[src/rtl/pipe_pkg.sv]
// Shared types and default constants for the elastic pipeline-stage register.
package pipe_pkg;

    typedef enum logic [1:0] {
        EMPTY = 2'd0,
        ONE   = 2'd1,
        TWO   = 2'd2
    } state_e;

    localparam logic [15:0] NOP_INSTR_DEF = 16'hB000;
    localparam logic [15:0] BUBBLE_PC_DEF = 16'h0000;

    function automatic logic [1:0] state_occupancy(input state_e s);
        case (s)
            ONE:     state_occupancy = 2'd1;
            TWO:     state_occupancy = 2'd2;
            default: state_occupancy = 2'd0;
        endcase
    endfunction

endpackage

[src/rtl/pipe_entry_reg.sv]
// One instruction+PC holding register with load enable and synchronous clear-to-bubble.
module pipe_entry_reg
    import pipe_pkg::*;
#(
    parameter int                 INSTR_W   = 16,
    parameter int                 PC_W      = 16,
    parameter logic [INSTR_W-1:0] NOP_INSTR = INSTR_W'(NOP_INSTR_DEF),
    parameter logic [PC_W-1:0]    BUBBLE_PC = PC_W'(BUBBLE_PC_DEF)
) (
    input  logic               clk,
    input  logic               rst_n,
    input  logic               load,
    input  logic               clear,
    input  logic [INSTR_W-1:0] d_instr,
    input  logic [PC_W-1:0]    d_pc,
    output logic [INSTR_W-1:0] q_instr,
    output logic [PC_W-1:0]    q_pc
);

    logic [INSTR_W-1:0] instr_q, instr_d;
    logic [PC_W-1:0]    pc_q, pc_d;

    // Clear wins over load so a flush always leaves a bubble behind.
    always_comb begin
        instr_d = instr_q;
        pc_d    = pc_q;
        if (clear) begin
            instr_d = NOP_INSTR;
            pc_d    = BUBBLE_PC;
        end else if (load) begin
            instr_d = d_instr;
            pc_d    = d_pc;
        end
    end

    always_ff @(posedge clk or negedge rst_n) begin
        if (!rst_n) begin
            instr_q <= NOP_INSTR;
            pc_q    <= BUBBLE_PC;
        end else begin
            instr_q <= instr_d;
            pc_q    <= pc_d;
        end
    end

    assign q_instr = instr_q;
    assign q_pc    = pc_q;

endmodule

[src/rtl/pipe_stage_skid.sv]
// Elastic valid/ready pipeline stage with a 2-entry skid buffer; in_ready depends only on state.
module pipe_stage_skid
    import pipe_pkg::*;
#(
    parameter int                 INSTR_W   = 16,
    parameter int                 PC_W      = 16,
    parameter logic [INSTR_W-1:0] NOP_INSTR = INSTR_W'(NOP_INSTR_DEF),
    parameter logic [PC_W-1:0]    BUBBLE_PC = PC_W'(BUBBLE_PC_DEF)
) (
    input  logic               clk,
    input  logic               rst_n,
    input  logic               flush,
    input  logic               in_valid,
    output logic               in_ready,
    input  logic [INSTR_W-1:0] in_instr,
    input  logic [PC_W-1:0]    in_pc,
    output logic               out_valid,
    input  logic               out_ready,
    output logic [INSTR_W-1:0] out_instr,
    output logic [PC_W-1:0]    out_pc,
    output logic [1:0]         occupancy
);

    state_e state_q, state_d;

    logic               in_fire, out_fire;
    logic               head_load, head_clear, head_from_skid;
    logic               skid_load, skid_clear;
    logic [INSTR_W-1:0] head_d_instr, skid_instr;
    logic [PC_W-1:0]    head_d_pc, skid_pc;

    always_ff @(posedge clk or negedge rst_n) begin
        if (!rst_n) begin
            state_q <= EMPTY;
        end else begin
            state_q <= state_d;
        end
    end

    assign in_fire  = in_valid & in_ready;
    assign out_fire = out_valid & out_ready;

    always_comb begin
        state_d        = state_q;
        head_load      = 1'b0;
        head_clear     = 1'b0;
        head_from_skid = 1'b0;
        skid_load      = 1'b0;
        skid_clear     = 1'b0;
        if (flush) begin
            state_d    = EMPTY;
            head_clear = 1'b1;
            skid_clear = 1'b1;
        end else begin
            unique case (state_q)
                EMPTY: begin
                    if (in_fire) begin
                        state_d   = ONE;
                        head_load = 1'b1;
                    end
                end
                ONE: begin
                    if (in_fire && out_fire) begin
                        head_load = 1'b1;
                    end else if (in_fire) begin
                        state_d   = TWO;
                        skid_load = 1'b1;
                    end else if (out_fire) begin
                        state_d    = EMPTY;
                        head_clear = 1'b1;
                    end
                end
                TWO: begin
                    // Draining the head promotes the skid entry; the input is blocked here.
                    if (out_fire) begin
                        state_d        = ONE;
                        head_load      = 1'b1;
                        head_from_skid = 1'b1;
                        skid_clear     = 1'b1;
                    end
                end
                default: begin
                    state_d    = EMPTY;
                    head_clear = 1'b1;
                    skid_clear = 1'b1;
                end
            endcase
        end
    end

    always_comb begin
        in_ready  = 1'b1;
        out_valid = 1'b0;
        occupancy = state_occupancy(state_q);
        unique case (state_q)
            ONE: begin
                out_valid = 1'b1;
            end
            TWO: begin
                out_valid = 1'b1;
                in_ready  = 1'b0;
            end
            default: begin
                out_valid = 1'b0;
                in_ready  = 1'b1;
            end
        endcase
    end

    assign head_d_instr = head_from_skid ? skid_instr : in_instr;
    assign head_d_pc    = head_from_skid ? skid_pc    : in_pc;

    pipe_entry_reg #(
        .INSTR_W   (INSTR_W),
        .PC_W      (PC_W),
        .NOP_INSTR (NOP_INSTR),
        .BUBBLE_PC (BUBBLE_PC)
    ) u_head (
        .clk     (clk),
        .rst_n   (rst_n),
        .load    (head_load),
        .clear   (head_clear),
        .d_instr (head_d_instr),
        .d_pc    (head_d_pc),
        .q_instr (out_instr),
        .q_pc    (out_pc)
    );

    pipe_entry_reg #(
        .INSTR_W   (INSTR_W),
        .PC_W      (PC_W),
        .NOP_INSTR (NOP_INSTR),
        .BUBBLE_PC (BUBBLE_PC)
    ) u_skid (
        .clk     (clk),
        .rst_n   (rst_n),
        .load    (skid_load),
        .clear   (skid_clear),
        .d_instr (in_instr),
        .d_pc    (in_pc),
        .q_instr (skid_instr),
        .q_pc    (skid_pc)
    );

endmodule

[config.mk]
export PLATFORM = sky130hd
export DESIGN_NAME = pipe_stage_skid
export DESIGN_NICKNAME = d
export VERILOG_FILES = /design/src/rtl/pipe_pkg.sv /design/src/rtl/pipe_entry_reg.sv /design/src/rtl/pipe_stage_skid.sv
export SDC_FILE = /design/constraint.sdc
export NUM_CORES = 1
export LEC_CHECK = 0
export BUFFER_PORTS_ARGS = -buffer_cell sky130_fd_sc_hd__buf_2
export CAP_MARGIN = 25
export CORE_UTILIZATION = 60
export CTS_BUF_LIST = sky130_fd_sc_hd__clkbuf_8
export CTS_CLUSTER_DIAMETER = 50
export DETAILED_ROUTE_END_ITERATION = 8
export PLACE_DENSITY_LB_ADDON = 0.2
export SETUP_SLACK_MARGIN = 0.2
export SYNTH_ARGS = -nofsm -noshare
export SYNTH_HDL_FRONTEND = slang
export SYNTH_HIERARCHICAL = 1
export SYNTH_SLANG_ARGS = --single-unit
[constraint.sdc]
create_clock -name clk -period 6.45 [get_ports clk]
set_clock_uncertainty 0.2 [all_clocks]
set_input_delay 0.9675 -clock clk [delete_from_list [all_inputs] [get_ports clk]]
set_output_delay 0.9675 -clock clk [all_outputs]
set_load 0.1 [all_outputs]
==> results.yml, run 1 <==
critical_path:
  cp_max_fo: 8
  path_class: "reg2out"
  path_cells: "inv_1 > ha_1 > buf_2"
  start_kind: "flip-flop"
  crit_buf_inv: 2
  slowest_delay_ns: 0.49
  arrival_ns: 1.74
  cp.required_ns: 5.28
  worst_setup_path_end_kind: "primary output"
  crit_slowest_cell: "buf_2"
  cp_top_family: "buffers and inverters"
floorplanning:
  rows: 26
  io_pins: 73
  core_area_mm2: 0.00520
  initial_core_util_pct: 63.6
  die_area_mm2: 0.00581
  fp.dieH_um: 76.3
  die_x_um: 76.3
grt:
  grt_start_max_net_pins: 67
  grt_pass1_wl_mm: 11.1
  grt_pass1_vias: 2353
  antenna_found_initial: 0
  overflow: 0
  grt_usage_pct: 24.9
cts:
  postCtsHoldBufs: 0
  clk_pin_slew_ns: 0.07
  cts_tree: "built"
  cts_sinks: 66
  cts.root.buffer_cell: "clkbuf_8"
  clock_path_buffers: 2
  htree_levels: 3
  cts_setup_buffers: 0
  clk_latency_ns: 0.34
  post_cts_resized: 0
  cts_buffers: 9
pwr:
  p_seq_share_pct: 33.0
  net-switching-power_w: 0.000662
  irDropWorstVdd_v: 0.000297
  power_leakage_nw: 1.86
  power_density_mw_per_mm2: 390
  clockPowerShare_pct: 25.0
  swShare_pct: 43.7
  comb_power_share_pct: 42.0
  cell_internal_pwr_w: 0.000852
timing:
  period_share_pct: 45.1
  maxSlewHeadroom_pct: 45.4
  worst_pin_slew_ns: 0.819
  max_freq_mhz: 344
  slew_violations: 0
  finalSetupViolCount: 0
  rsz0062_at_grt: "false"
  finalHoldViolations: 0
  setup_tns_ns: 0
  fin_crit_ns: 2.91
  setup_slack_ns: 3.54
logic_synthesis:
  yosysWarnings: 6
  synth.net_count: 316
  ys_ff_latch: 66
  yosysSeqAreaShare_pct: 50.2
  synth_area_mm2: 0.00331
  syn_inst: 274
  synth_cell_types: 27
  avgSynthCellArea_um2: 12.1
routing:
  drc: 0
  drtAntennaViolNets: 0
  wl_per_cell_um: 15.4
  num_vias: 2262
  viasPerCell: 5.37
  drt_iter0_markers: 116
  wl_mm: 6.50
  firstDrtPassIters: 4
run:
  cap_viol_max_count: 0
placed_design:
  hpwlAfterDp_mm: 4.07
  place.gp.congestion: 0.734
  dp_slack_ns: 3.65
  io_buffer_count: 72
final_layout:
  drive_gt1_share_pct: 38.7
  n_fill_cell: 369
  fin_nets: 388
  insertedDiodeCount: 0
  syn_to_final_growth_pct: 17.4
outcome:
  run_status: "complete, no violations"
min_path:
  min_path_type: "reg2reg"
registers in the layout, summed over array words and instances, names as in the netlist:
| signal | count |
|---|---|
| u_head/q_pc | 16 |
| u_head/q_instr | 16 |
| u_skid/q_pc | 16 |
| state_q | 2 |
| u_skid/q_instr | 16 |
per-layer routing:
metal  global-route usage, %  vias up  wire, um
met5                       0        -         0
met4                    12.1        0       102
met3                    4.91       10       275
met2                    42.7       58      3310
met1                    30.0     1112      2810
li1                        -     1082         -
path summary, 6_finish.rpt:
| kind | from | endpoint | slack, ns | depth (start not counted) |
|---|---|---|---|---|
| max reg2reg | state_q[0] | u_skid/q_instr[3] | 3.96 | 8 |
| min reg2reg | u_head/q_pc[14] | u_head/q_pc[14] | 0.32 | 2 |
| min | u_head/q_pc[14] | u_head/q_pc[14] | 0.32 | 2 |
| max | state_q[0] | occupancy[1] | 3.54 | 3 |
| min in group asynchronous | rst_n | u_skid/q_instr[8] | 0.60 | 2 |
| max in group asynchronous | rst_n | u_head/q_pc[0] | 4.91 | 2 |
synthesized netlist by cell type (all sizes together):
| master | n | area (um2) |
|---|---|---|
| nor2 | 62 | 233 |
| dfrtp | 60 | 1500 |
| mux2i | 58 | 581 |
| mux2 | 33 | 375 |
| buf | 13 | 168 |
| a211o | 8 | 70.1 |
| nor2b | 7 | 46.3 |
| dfstp | 6 | 158 |
| ha | 5 | 62.6 |
| clkbuf | 4 | 15.0 |
| inv | 4 | 15.0 |
| nand2 | 2 | 7.51 |
| o21ai | 2 | 10.0 |
| a21oi | 1 | 5.00 |
| and2 | 1 | 6.26 |
| and3 | 1 | 6.26 |
| nand2b | 1 | 6.26 |
| nand3 | 1 | 5.00 |
| nand3b | 1 | 7.51 |
| nor3 | 1 | 5.00 |
| o311a | 1 | 10.0 |
| o32ai | 1 | 8.76 |
| or2 | 1 | 6.26 |
area by class of cell:
type                            instances  area, um2  area share (%)
Clock buffer                           10        138            3.54
Clock inverter                          6       81.3            2.09
Inverter                                4       15.0           0.387
Multi-Input combinational cell        187       1470            37.9
Sequential cell                        66       1660            42.7
Tap cell                               70       87.6            2.26
Timing Repair Buffer                   78        433            11.1
cells by family (layout without fill, tap and decap cells):
group                    count (synthesis)  count (layout)  share of synthesized area (%)
AO/OA/AOI/OAI                           13              13                           3.14
flip-flops                              66              66                           50.2
AND/OR/NAND/NOR                         78              78                           9.95
multiplexers                            91              91                           28.9
buffers and inverters                   21              98                           5.98
adder cells (fa/ha/maj)                  5               5                           1.89
placed cells by master (no fill, tap or decap):
master and instances:
or2_2 1, o32ai_1 1, and3_1 1, a21oi_4 1
nor2b_2 1, buf_2 72, nor2_1 61, a211o_1 8
mux2_2 32, o21ai_0 2, buf_16 1, inv_1 5
dfrtp_1 60, dfstp_2 6, buf_4 4, nand3b_1 1
bufinv_16 2, nand2_1 2, clkbuf_8 10, clkinvlp_4 1
nand3_1 1, mux2i_1 58, buf_8 1, nor3_1 1
and2_0 1, o311a_1 1, ha_1 5, nor2_4 1
nor2b_1 6, clkinv_2 2, nand2b_1 1, mux2_4 1
per-stage QoR:
stage	cell area [um2]	std cells	util, %	power [W]	hold WS [ns]
2_1_floorplan	3310	274	-	0.00105	0.282
3_3_place_gp	3620	403	69.6	0.00112	0.297
3_5_place_dp	3650	404	70.1	0.00114	0.307
4_1_cts	3870	420	74.3	0.00152	0.325
5_1_grt	3880	421	74.6	0.00158	0.350
6_report	3880	421	74.6	0.00151	0.320
worst min-delay path: stages (launching register included):
cell and delay (ns):
dfrtp_1 0.34, mux2i_1 0.06, nor2_1 0.08
power groups by stage:
stage | sequential (W) | combinational, W | clock (W)
floorplan | 0.000725 | 0.000330 | 0
global placement | 0.000504 | 0.000618 | 0
detailed placement | 0.000507 | 0.000631 | 0
CTS | 0.000500 | 0.000633 | 0.000387
global route | 0.000507 | 0.000670 | 0.000401
finish | 0.000500 | 0.000637 | 0.000378
Power figures use the tool's default switching activity.
==> inputs of run 2 (changes only) <==
--- a/config.mk
+++ b/config.mk
@@ -7,7 +7,7 @@
 export LEC_CHECK = 0
 export BUFFER_PORTS_ARGS = -buffer_cell sky130_fd_sc_hd__buf_2
 export CAP_MARGIN = 25
-export CORE_UTILIZATION = 60
+export CORE_UTILIZATION = 56
 export CTS_BUF_LIST = sky130_fd_sc_hd__clkbuf_8
 export CTS_CLUSTER_DIAMETER = 50
 export DETAILED_ROUTE_END_ITERATION = 8
==> constraint.sdc (replaced) <==
create_clock -name clk -period 3.05 [get_ports clk]
set_clock_uncertainty 0.2 [all_clocks]
set_input_delay 0.4575 -clock clk [delete_from_list [all_inputs] [get_ports clk]]
set_output_delay 0.4575 -clock clk [all_outputs]
set_load 0.1 [all_outputs]
==> run 2 against run 1 <==
Utilization is 4.7 points lower; sequential share of layout area is 0.40 points lower; final cell count is 1.2% higher; highest routed layer unchanged.
==> results.yml, run 2 (synthesized netlist as in run 1, its figures left out) <==
final_layout:
  fin_nets: 391
  insertedDiodeCount: 0
  n_fill_cell: 439
  final_common_cell: "buf_2"
  final_cell_mix: "buf_2, nor2_1, dfrtp_1"
  final_util_pct: 69.9
  syn_to_final_growth_pct: 18.5
  drive_gt1_share_pct: 38.4
routing:
  drt_iter0_markers: 144
  drc: 0
  drtAntennaViolNets: 0
  num_vias: 2302
  wl_per_cell_um: 15.5
  firstDrtPassIters: 4
  wl_mm: 6.60
  viasPerCell: 5.40
floorplanning:
  rows: 27
  io_pins: 73
  fp.dieH_um: 78.9
  initial_core_util_pct: 59.0
  die_x_um: 78.9
  core_area_mm2: 0.00561
  die_area_mm2: 0.00622
outcome:
  run_status: "complete, no violations"
placed_design:
  hpwlAfterDp_mm: 4.27
  io_buffer_count: 72
  place.gp.congestion: 0.772
grt:
  antenna_found_initial: 0
  use_met1_pct: 30.7
  grt_busiest_layer: "met2"
  grt_usage_pct: 23.2
  overflow: 0
  grt_use_met3_pct: 4.60
  grt_pass1_wl_mm: 10.9
  grt_pass1_vias: 2296
  met2_usage_pct: 36.5
  grt_start_max_net_pins: 38
cts:
  clk_pin_slew_ns: 0.06
  cts_sinks: 66
  htree_levels: 3
  cts_buffers: 9
  clk_latency_ns: 0.33
  clock_path_buffers: 2
  cts.root.buffer_cell: "clkbuf_8"
  cts_tree: "built"
  post_cts_resized: 0
critical_path:
  start_kind: "flip-flop"
  cp_max_fo: 27
  worst_setup_path_end_kind: "flip-flop"
  arrival_ns: 2.47
  path_class: "reg2reg"
  cp.required_ns: 3.03
timing:
  worst_pin_slew_ns: 0.719
  finalHoldViolations: 0
  finalSetupViolCount: 0
  setup_tns_ns: 0
  period_share_pct: 81.5
  maxSlewHeadroom_pct: 52.0
  max_freq_mhz: 402
  fin_crit_ns: 2.49
  rsz0062_at_grt: "false"
  slew_violations: 0
pwr:
  irDropWorstVdd_v: 0.000786
  power_leakage_nw: 1.88
  power_density_mw_per_mm2: 805
run:
  cap_viol_max_count: 0
min_path:
  min_path_type: "in2reg"
-- run 2: cell count changes in the layout (fill, tap and decap cells not counted), sizes merged --
cell	change
buf	+2
clkinvlp	-1
clkbuf	+1
clkinv	-1
bufinv	-1
inv	+2
dlygate4sd3	+1
-- run 2: final cells by class --
type	instances	area, um2	share of cell area, %
multi-input combinational	187	1470	37.5
clock inverter	5	46.3	1.18
clock buffer	11	151	3.86
inverter	4	15.0	0.383
timing repair buffer	81	488	12.4
tap	72	90.1	2.30
sequential	66	1660	42.3
-- run 2: repair_timing --
item | 4_1_cts | 5_1_grt
endpoints found under the hold margin | 25 | 0
hold buffers | 1 | 0
setup buffers | 0 | 0
-- run 2: worst max-delay path, stage by stage (launching register included) --
cell and delay (ns):
dfrtp_1 0.41, inv_1 0.10, ha_1 0.31, nor2b_2 0.19, nand3_1 0.17, nor2_4 0.39
buf_12 0.27, mux2i_1 0.22, nor2_1 0.06
-- run 2: stage by stage --
| step | worst slack (ns) | instances | hold slack [ns] | total power, W | instance area [um2] |
|---|---|---|---|---|---|
| floorplan | 0.248 | 274 | -0.0381 | 0.00223 | 3310 |
| global placement | 0.691 | 408 | 0.297 | 0.00240 | 3680 |
| detailed placement | 0.582 | 408 | 0.310 | 0.00242 | 3680 |
| CTS | 0.584 | 425 | 0.137 | 0.00314 | 3890 |
| global route | 0.421 | 426 | 0.151 | 0.00330 | 3920 |
| finish | 0.565 | 426 | 0.152 | 0.00316 | 3920 |
-- run 2: metal layers --
metal	routed length (um)	vias to the layer above
met5	0	-
met4	114	0
met3	351	11
met2	3120	74
met1	3020	1133
li1	-	1084
-- run 2: final timing paths --
kind	slack, ns	start	endpoint	cells past startpoint
setup / recovery	0.56	state_q[0]	u_skid/q_instr[5]	8
hold reg to reg	0.32	u_skid/q_instr[6]	u_skid/q_instr[6]	2
max in group asynchronous	1.42	rst_n	u_head/q_instr[15]	3
setup reg to reg	0.56	state_q[0]	u_skid/q_instr[5]	8
hold / removal	0.15	in_instr[12]	u_skid/q_instr[12]	2
min in group asynchronous	0.52	rst_n	state_q[0]	2
-- run 2: where the power goes --
part / total, W / switching [W] / internal, W
clock network: 0.000720 / 0.000308 / 0.000412
logic: 0.00138 / 0.00103 / 0.000357
registers: 0.00105 / 0.0000626 / 0.000992
==> inputs of run 3 (changes only) <==
==> constraint.sdc (replaced) <==
create_clock -name clk -period 2.5 [get_ports clk]
set_clock_uncertainty 0.2 [all_clocks]
set_input_delay 0.375 -clock clk [delete_from_list [all_inputs] [get_ports clk]]
set_output_delay 0.375 -clock clk [all_outputs]
set_load 0.1 [all_outputs]
==> run 3 against run 2 <==
Setup slack got worse by 0.29 ns; design area increased by 1.3%; worst hold slack got worse by 0.072 ns; power rose by 22%; sequential share of layout area is 0.56 points lower; utilization rose by 0.94 points; wire length is 1.7% lower; final cell count up 0.94%; flip-flop and latch count stayed put; count of clock-buffer cells in the layout is the same; largest power group unchanged.
==> results.yml, run 3 (synthesized netlist as in run 1, its figures left out) <==
outcome:
  run_status: "complete, no violations"
routing:
  drc: 0
  wl_mm: 6.49
  top_layer: "met4"
  firstDrtPassIters: 7
  drtAntennaViolNets: 0
  routed-wl-met2_mm: 3.05
  viasPerCell: 5.29
  num_vias: 2274
  drt_iter0_markers: 100
  wl_per_cell_um: 15.1
  drt-met1-wl_mm: 3.01
  routed-wl-met3_um: 310
timing:
  fin_crit_ns: 2.22
  setup_tns_ns: 0
  max_freq_mhz: 450
  period_share_pct: 88.8
  finalSetupViolCount: 0
  setup_slack_ns: 0.280
  hold_slack_ns: 0.0802
  finalHoldViolations: 0
  maxSlewHeadroom_pct: 39.1
  rsz0062_at_grt: "false"
  worst_pin_slew_ns: 0.913
  slew_violations: 0
critical_path:
  worst_setup_path_end_kind: "primary output"
  rr_endpoint: "u_skid/q_instr[10]"
  start_kind: "flip-flop"
  path_class: "reg2out"
  cp_max_fo: 5
  cp.required_ns: 1.92
  r2r_slack_ns: 0.32
  reg2regPathDepth: 5
  setup.worst_path.start: "state_q[0]"
  r2r-start: "state_q[0]"
  arrival_ns: 1.65
min_path:
  hold_depth: 2
  min_path_type: "in2reg"
  worstHoldStart: "in_instr[12]"
  hold_end: "u_skid/q_instr[12]"
pwr:
  irDropWorstVdd_v: 0.000847
  power_density_mw_per_mm2: 968
  power_leakage_nw: 1.88
floorplanning:
  io_pins: 73
  fp.dieH_um: 78.9
  die_x_um: 78.9
  die_area_mm2: 0.00622
  core_area_mm2: 0.00561
  initial_core_util_pct: 59.0
  rows: 27
run:
  cap_viol_max_count: 0
grt:
  grt_usage_pct: 23.0
  antenna_found_initial: 0
  grt_pass1_vias: 2283
  grt_pass1_wl_mm: 10.8
  overflow: 0
  grt_start_max_net_pins: 31
placed_design:
  hpwlAfterDp_mm: 4.44
  dp_slack_ns: 0.300
  io_buffer_count: 72
  place.gp.congestion: 0.797
  placedCellCount: 413
cts:
  cts_buffers: 9
  clk_latency_ns: 0.33
  htree_levels: 3
  cts.root.buffer_cell: "clkbuf_8"
  clk_pin_slew_ns: 0.07
  cts_sinks: 66
  clock_path_buffers: 2
  cts_tree: "built"
final_layout:
  syn_to_final_growth_pct: 20.1
  fin_cells: 430
  drive_gt1_share_pct: 41.3
  n_fill_cell: 448
  final_cell_mix: "buf_2, nor2_1, dfrtp_1"
  insertedDiodeCount: 0
  fin_nets: 395
  final_common_cell: "buf_2"
==> run 3: worst max-delay path by stage <==
stage	to	slack, ns	cells past startpoint
floorplan	u_head/q_instr[0]	0.23	9
global placement	u_head/q_instr[12]	0.37	7
detailed placement	u_head/q_instr[14]	0.30	8
CTS	out_valid	0.27	3
global route	u_skid/q_instr[2]	0.20	5
finish	out_valid	0.28	3
==> run 3: routing by layer <==
metal  vias up  GRT usage, %
li1       1097             -
met3         9          5.06
met4         0          10.7
met5         -             0
met1      1113          30.2
met2        55          36.3
==> run 3: area by class of cell <==
type	count	area [um2]	share of cell area, %
sequential	66	1660	41.8
clock inverter	5	38.8	0.976
multi-input combinational	187	1510	38.0
inverter	4	15.0	0.378
timing repair buffer	85	510	12.9
clock buffer	11	151	3.81
tap	72	90.1	2.27
==> run 3: where the power goes <==
group | switching [W] | total (W) | internal, W
Clock | 0.000413 | 0.000830 | 0.000417
Sequential | 0.0000847 | 0.00129 | 0.00121
Combinational | 0.00125 | 0.00172 | 0.000468
==> run 3: timing repair <==
item                                    CTS  global route
endpoints found under the hold margin    23             0
endpoints found under the setup margin    0            10
resized for setup                         0             2
buffers inserted                          0             0
hold buffers                              1             0
==> run 3: critical path: stages (launching register included) <==
cell and delay (ns):
dfrtp_1 0.49, inv_2 0.12, ha_4 0.29, buf_2 0.42
==> run 3: stage by stage <==
stage / total power [W] / area [um2] / utilization (%)
after global placement: 0.00301 / 3770 / 67.3
after floorplan: 0.00278 / 3350 / -
final: 0.00384 / 3970 / 70.8
after CTS: 0.00387 / 3970 / 70.8
after global routing: 0.00401 / 3970 / 70.8
after detailed placement: 0.00303 / 3770 / 67.3
